[src/rtl/sm_ldm_pkg.sv]
// rtl/sm_ldm_pkg.sv - shared types and constants for the LDM/STM sequencer
package sm_ldm_pkg;

    // Bytes per transferred word; addresses step by this amount per beat.
    localparam int WORD_BYTES = 4;

    typedef enum logic [2:0] {
        IDLE  = 3'd0,
        SETUP = 3'd1,
        XFER  = 3'd2,
        WB    = 3'd3,
        DONE  = 3'd4
    } state_e;

    // Encoding is {pre_index, up} so the mode falls straight out of the P/U bits.
    typedef enum logic [1:0] {
        MODE_DA = 2'b00,
        MODE_IA = 2'b01,
        MODE_DB = 2'b10,
        MODE_IB = 2'b11
    } addr_mode_e;

    function automatic addr_mode_e addr_mode(input logic pre_index, input logic up);
        return addr_mode_e'({pre_index, up});
    endfunction

endpackage

[src/rtl/sm_reg_list_scan.sv]
// rtl/sm_reg_list_scan.sv - lowest-set-bit encoder and popcount over a register list
//
// Ports:
//   list_i    register list, bit i = register i
//   any_o     at least one bit set
//   lowest_o  index of the lowest set bit (0 when list is empty)
//   count_o   number of set bits
module sm_reg_list_scan
    import sm_ldm_pkg::*;
#(
    parameter int REG_COUNT = 16,
    parameter int IDX_W     = $clog2(REG_COUNT),
    parameter int CNT_W     = $clog2(REG_COUNT + 1)
) (
    input  logic [REG_COUNT-1:0] list_i,
    output logic                 any_o,
    output logic [IDX_W-1:0]     lowest_o,
    output logic [CNT_W-1:0]     count_o
);

    always_comb begin
        any_o    = 1'b0;
        lowest_o = '0;
        count_o  = '0;
        // Descending walk so the last hit written is the lowest index.
        for (int i = REG_COUNT - 1; i >= 0; i--) begin
            if (list_i[i]) begin
                any_o    = 1'b1;
                lowest_o = IDX_W'(i);
            end
        end
        for (int i = 0; i < REG_COUNT; i++) begin
            count_o = count_o + CNT_W'(list_i[i]);
        end
    end

endmodule

[src/rtl/sm_ldm_stm_sequencer.sv]
// rtl/sm_ldm_stm_sequencer.sv - multi-cycle LDM/STM block transfer initiator
//
// Ports:
//   clk, rst_n                      clock, asynchronous active-low reset
//   start, is_load, pre_index, up,
//   writeback, base_rn, base_addr,
//   reg_list                        operation request, latched in IDLE on start
//   busy, done                      core stall and one-cycle completion pulse
//   rf_read_adress, rf_read_data    register file read port (store data)
//   rf_write_adress, rf_write_data,
//   rf_write_enable                 register file write port (loads, base writeback)
//   pc_write, pc_value              load into the program counter
//   mem_req, mem_we, mem_addr,
//   mem_wdata, mem_ready, mem_rdata memory request handshake
module sm_ldm_stm_sequencer
    import sm_ldm_pkg::*;
#(
    parameter int DATA_WIDTH = 32,
    parameter int REG_COUNT  = 16,
    parameter int IDX_W      = $clog2(REG_COUNT)
) (
    input  logic                  clk,
    input  logic                  rst_n,
    input  logic                  start,
    input  logic                  is_load,
    input  logic                  pre_index,
    input  logic                  up,
    input  logic                  writeback,
    input  logic [IDX_W-1:0]      base_rn,
    input  logic [DATA_WIDTH-1:0] base_addr,
    input  logic [REG_COUNT-1:0]  reg_list,
    output logic                  busy,
    output logic                  done,
    output logic [IDX_W-1:0]      rf_read_adress,
    input  logic [DATA_WIDTH-1:0] rf_read_data,
    output logic [IDX_W-1:0]      rf_write_adress,
    output logic [DATA_WIDTH-1:0] rf_write_data,
    output logic                  rf_write_enable,
    output logic                  pc_write,
    output logic [DATA_WIDTH-1:0] pc_value,
    output logic                  mem_req,
    output logic                  mem_we,
    output logic [DATA_WIDTH-1:0] mem_addr,
    output logic [DATA_WIDTH-1:0] mem_wdata,
    input  logic                  mem_ready,
    input  logic [DATA_WIDTH-1:0] mem_rdata
);

    localparam int              CNT_W  = $clog2(REG_COUNT + 1);
    localparam logic [IDX_W-1:0] PC_IDX = IDX_W'(REG_COUNT - 1);
    localparam logic [DATA_WIDTH-1:0] WORD = DATA_WIDTH'(WORD_BYTES);

    state_e                state_q, state_d;
    logic                  is_load_q, is_load_d;
    logic                  writeback_q, writeback_d;
    addr_mode_e            mode_q, mode_d;
    logic [IDX_W-1:0]      base_rn_q, base_rn_d;
    logic [DATA_WIDTH-1:0] base_q, base_d;
    logic [REG_COUNT-1:0]  list_q, list_d;       // registers still to transfer
    logic                  rn_in_list_q, rn_in_list_d;
    logic [DATA_WIDTH-1:0] addr_q, addr_d;
    logic [DATA_WIDTH-1:0] wb_val_q, wb_val_d;

    logic                  list_any;
    logic [IDX_W-1:0]      cur_idx;
    logic [CNT_W-1:0]      list_cnt;
    logic [REG_COUNT-1:0]  cur_onehot;
    logic [DATA_WIDTH-1:0] span;
    logic [DATA_WIDTH-1:0] first_addr;
    logic                  beat;
    logic                  last_beat;

    sm_reg_list_scan #(
        .REG_COUNT (REG_COUNT),
        .IDX_W     (IDX_W),
        .CNT_W     (CNT_W)
    ) u_scan (
        .list_i   (list_q),
        .any_o    (list_any),
        .lowest_o (cur_idx),
        .count_o  (list_cnt)
    );

    assign cur_onehot = REG_COUNT'(1) << cur_idx;
    assign beat       = (state_q == XFER) && mem_ready;
    assign last_beat  = (list_q & ~cur_onehot) == '0;
    // In SETUP list_q still holds the full list, so list_cnt is n.
    assign span       = DATA_WIDTH'(list_cnt) * WORD;

    // The lowest register always sits at the lowest address, whatever the direction.
    always_comb begin
        first_addr = base_q;
        case (mode_q)
            MODE_IA: first_addr = base_q;
            MODE_IB: first_addr = base_q + WORD;
            MODE_DA: first_addr = base_q - span + WORD;
            MODE_DB: first_addr = base_q - span;
            default: first_addr = base_q;
        endcase
    end

    // State register
    always_ff @(posedge clk or negedge rst_n) begin
        if (!rst_n) begin
            state_q <= IDLE;
        end else begin
            state_q <= state_d;
        end
    end

    // Next-state logic
    always_comb begin
        state_d = state_q;
        case (state_q)
            IDLE:    if (start) state_d = SETUP;
            SETUP:   state_d = list_any ? XFER : DONE;
            XFER:    if (beat && last_beat) state_d = WB;
            WB:      state_d = DONE;
            DONE:    state_d = IDLE;
            default: state_d = IDLE;
        endcase
    end

    // Operand and address datapath
    always_comb begin
        is_load_d    = is_load_q;
        writeback_d  = writeback_q;
        mode_d       = mode_q;
        base_rn_d    = base_rn_q;
        base_d       = base_q;
        list_d       = list_q;
        rn_in_list_d = rn_in_list_q;
        addr_d       = addr_q;
        wb_val_d     = wb_val_q;
        case (state_q)
            IDLE: begin
                if (start) begin
                    is_load_d    = is_load;
                    writeback_d  = writeback;
                    mode_d       = addr_mode(pre_index, up);
                    base_rn_d    = base_rn;
                    base_d       = base_addr;
                    list_d       = reg_list;
                    rn_in_list_d = reg_list[base_rn];
                end
            end
            SETUP: begin
                addr_d   = first_addr;
                wb_val_d = mode_q[0] ? base_q + span : base_q - span;
            end
            XFER: begin
                if (mem_ready) begin
                    list_d = list_q & ~cur_onehot;
                    addr_d = addr_q + WORD;
                end
            end
            default: ;
        endcase
    end

    always_ff @(posedge clk or negedge rst_n) begin
        if (!rst_n) begin
            is_load_q    <= 1'b0;
            writeback_q  <= 1'b0;
            mode_q       <= MODE_DA;
            base_rn_q    <= '0;
            base_q       <= '0;
            list_q       <= '0;
            rn_in_list_q <= 1'b0;
            addr_q       <= '0;
            wb_val_q     <= '0;
        end else begin
            is_load_q    <= is_load_d;
            writeback_q  <= writeback_d;
            mode_q       <= mode_d;
            base_rn_q    <= base_rn_d;
            base_q       <= base_d;
            list_q       <= list_d;
            rn_in_list_q <= rn_in_list_d;
            addr_q       <= addr_d;
            wb_val_q     <= wb_val_d;
        end
    end

    // Outputs
    always_comb begin
        busy            = (state_q != IDLE);
        done            = 1'b0;
        rf_read_adress  = '0;
        rf_write_adress = '0;
        rf_write_data   = '0;
        rf_write_enable = 1'b0;
        pc_write        = 1'b0;
        pc_value        = '0;
        mem_req         = 1'b0;
        mem_we          = 1'b0;
        mem_addr        = '0;
        mem_wdata       = '0;
        case (state_q)
            XFER: begin
                mem_req  = 1'b1;
                mem_we   = !is_load_q;
                mem_addr = addr_q;
                if (!is_load_q) begin
                    rf_read_adress = cur_idx;
                    mem_wdata      = rf_read_data;
                end else if (beat) begin
                    // r15 goes through the PC path, never the register write port.
                    if (cur_idx == PC_IDX) begin
                        pc_write = 1'b1;
                        pc_value = mem_rdata;
                    end else begin
                        rf_write_enable = 1'b1;
                        rf_write_adress = cur_idx;
                        rf_write_data   = mem_rdata;
                    end
                end
            end
            WB: begin
                // A value loaded into the base register takes priority over writeback.
                if (writeback_q && !(is_load_q && rn_in_list_q)) begin
                    rf_write_enable = 1'b1;
                    rf_write_adress = base_rn_q;
                    rf_write_data   = wb_val_q;
                end
            end
            DONE: done = 1'b1;
            default: ;
        endcase
    end

endmodule

[config.mk]
export PLATFORM = sky130hd
export DESIGN_NAME = sm_ldm_stm_sequencer
export DESIGN_NICKNAME = d
export VERILOG_FILES = /design/src/rtl/sm_ldm_pkg.sv /design/src/rtl/sm_reg_list_scan.sv /design/src/rtl/sm_ldm_stm_sequencer.sv
export SDC_FILE = /design/constraint.sdc
export NUM_CORES = 1
export LEC_CHECK = 0
export CORE_ASPECT_RATIO = 0.5
export CORE_MARGIN = 5
export CORE_UTILIZATION = 52
export DETAILED_ROUTE_END_ITERATION = 6
export PLACE_DENSITY = 0.89
export SYNTH_ARGS = -nofsm -noshare
export SYNTH_HDL_FRONTEND = slang
export SYNTH_SLANG_ARGS = --single-unit
[constraint.sdc]
create_clock -name clk -period 9.3 [get_ports clk]
set_input_delay 1.86 -clock clk [delete_from_list [all_inputs] [get_ports clk]]
set_output_delay 1.86 -clock clk [all_outputs]
set_load 0.1 [all_outputs]
==> results.yml <==
run_status:
  status: "completed"
floorplanning:
  fp.dieArea_um2: 24600
  start_util_pct: 53.6
  floorplan.rows: 37
  num_io_pins: 266
  die_w_um: 217
  coreArea_um2: 20800
  die_h_um: 113
logic_synthesis:
  yosys.cell_count.top_type: "nand2_1"
  ys_types: 83
  synth-main-ff-cell: "dfrtp_1"
  yosysWarnings: 0
  ys_ff_latch: 124
  synth_area_leaders: "dfrtp_1 (28%), nand2_1 (8.5%), and2_1 (5.5%), o21ai_0 (4.8%), a21oi_1 (4.0%)"
  syn_inst: 1491
  synth-seq-area-share_pct: 27.9
  syn_area_um2: 11100
  syn_avg_cell_area_um2: 7.47
  yosys.area.top_type_share_pct: 27.9
  async_reset_ff_share_pct: 100
  synth_nets: 1648
  synth_enable_flop_cells: 0
  yosys-top-cells-count: "nand2_1 (252), dfrtp_1 (124), nor2_1 (108)"
  yosysTopAreaCell: "dfrtp_1"
finish:
  syn2layout_area_growth_pct: 29.7
  final_core_util_pct: 69.4
  layout-drive-gt1-share_pct: 5.56
  fin_nets: 1836
  stdcell_count: 1965
  n_antenna_cell: 0
clock_network:
  clk_latency_ns: 0.44
  cts_setup_buffers: 0
  cts_tree: "done"
  path_clk_slew_ns: 0.06
  cts_root_buf: "clkbuf_16"
  clockBufferDepth: 2
  cts_resized: 0
  cts_inserted_buffers: 17
  clkSinkCount: 124
  hold_buffers: 0
  ctsHtreeMaxLevel: 4
setup_path:
  required_ns: 9.58
  critPathMaxStageDelay_ns: 0.75
  start_kind: "register"
  cp-end-kind: "register"
  crit_fanout: 7
  startpoint: "list_q[1]"
  path_buf_inv: 2
  critical_path_arrival_ns: 7.79
  slowest_stage: "nor4_2"
  path_cells: "ha_1 -> inv_1 -> fa_1 -> fa_1 -> fa_1 -> fa_1 -> fa_1 -> fa_1 -> nor2b_1 -> o21a_1 -> inv_1 -> ha_1 -> nor4_2 -> and4_1 -> nand4_1 -> a22oi_1 -> a21bo_2 -> nor4_1 -> nand3_1 -> xnor2_1 -> o221ai_1"
  cp_common_cell: "fa_1"
  crit_family: "adder cells"
  r2r_start: "list_q[1]"
  critPathKind: "register to register"
sta:
  max_freq_mhz: 133
  max_slew_margin_pct: 18.5
  rsz0062_at_grt: "false"
  setup_viol: 0
  timing.final.crit_share_pct: 80.7
  min_period_ns: 7.51
  clock_skew_ns: 0.0107
  hold_viol: 0
  setup_tns_ns: 0
  drv_slew: 0
  tightest_slew_ns: 1.22
route:
  post_drt_wl_per_cell_um: 23.6
  via_count: 12700
  drc: 0
  drtPass1Iterations: 6
  drt_iter0_markers: 1526
  ant_nets: 0
  routed_via_density: 6.45
  wl_um: 46300
global_route:
  antenna_found_initial: 0
  grt_pass1_wl_um: 70600
  grt_pass1_vias: 12100
  grt_overflow_total: 0
  grt_max_degree: 75
  grt_usage_pct: 36.5
place:
  post-dp-hpwl_um: 35100
  gp_congestion: 1.02
  placed_cells: 1933
  io_buffer_count: 265
min_path:
  hp-start: "addr_q[0]"
  hp-class: "register to register"
job:
  cap_violations: 0
[layout make-up]
| class | count | area, um^2 |
|---|---|---|
| Multi-Input combinational cell | 1207 | 7470 |
| Fill cell | 1702 | 6350 |
| Sequential cell | 124 | 3100 |
| Timing Repair Buffer | 280 | 2760 |
| Clock buffer | 18 | 439 |
| Tap cell | 273 | 342 |
| Inverter | 49 | 184 |
| Clock inverter | 14 | 136 |
[final timing paths]
kind	end	slack, ns	cells after the start
max	addr_q[31]	1.79	21
min	addr_q[0]	0.47	2
max reg2reg	addr_q[31]	1.79	21
min reg2reg	addr_q[0]	0.47	2
max in group asynchronous	list_q[6]	6.37	2
min in group asynchronous	base_q[13]	1.51	1
[logic make-up (layout without fill, tap and decap cells)]
family	Yosys count	in the layout	share of synthesized area (%)
compound gates	389	389	22.8
xor+xnor	73	73	5.74
fa+ha+maj	33	33	4.52
buf+inv	160	361	5.42
flops	124	124	27.9
mux	20	20	2.39
simple gates	692	692	31.3
[per-stage QoR]
stage	instance area [um^2]	setup WS (ns)	hold slack, ns
after CTS	14400	1.95	0.473
after floorplan	11100	2.60	0.438
after global placement	13900	2.15	0.459
final	14400	1.79	0.469
after detailed placement	13900	1.98	0.458
after global routing	14400	1.50	0.504
[flip-flops by register name (all words and copies together) (netlist names)]
register / flops
is_load_q: 1
state_q: 3
list_q: 16
wb_val_q: 32
base_q: 32
writeback_q: 1
addr_q: 32
base_rn_q: 4
mode_q: 2
rn_in_list_q: 1
[worst register-to-register path: stages, from the launching register on]
cell	delay [ns]
dfrtp_1	0.44
ha_1	0.29
inv_1	0.04
fa_1	0.46
fa_1	0.49
fa_1	0.54
fa_1	0.44
fa_1	0.46
fa_1	0.44
nor2b_1	0.18
o21a_1	0.22
inv_1	0.07
ha_1	0.27
nor4_2	0.75
and4_1	0.36
nand4_1	0.13
a22oi_1	0.38
a21bo_2	0.30
nor4_1	0.56
nand3_1	0.24
xnor2_1	0.18
o221ai_1	0.12
[metal layers]
metal	vias to the layer above	global-route usage, %	routed length (um)
li1	5682	-	-
met1	6008	47.2	18100
met2	842	60.6	21400
met3	139	8.80	5250
met4	0	12.6	1620
met5	-	0	0
[layout by cell type (no fill, tap or decap), drive strengths merged, types with 9 or more instances in the layout]
cell type	synthesis	layout
clkdlybuf4s50	0	264
nand2	252	252
dfrtp	124	124
o21ai	113	113
nor2	108	108
and2	98	98
a21oi	89	89
inv	48	50
xnor2	44	44
nor3	40	40
a22o	38	38
nand3	36	36
xor2	29	29
nor4	27	27
o22ai	22	22
ha	21	21
a31oi	19	19
clkbuf	102	18
and3	17	17
nand4	17	17
nor2b	17	17
buf	9	16
nand2b	15	15
or3	14	14
a21o	12	12
mux2i	12	12
fa	12	12
or2	12	12
or4	12	12
clkinv	1	9
Power is left out: the tool's default activity adds up to more than one toggle a clock period on the data nets, which glitch-free logic cannot reach.
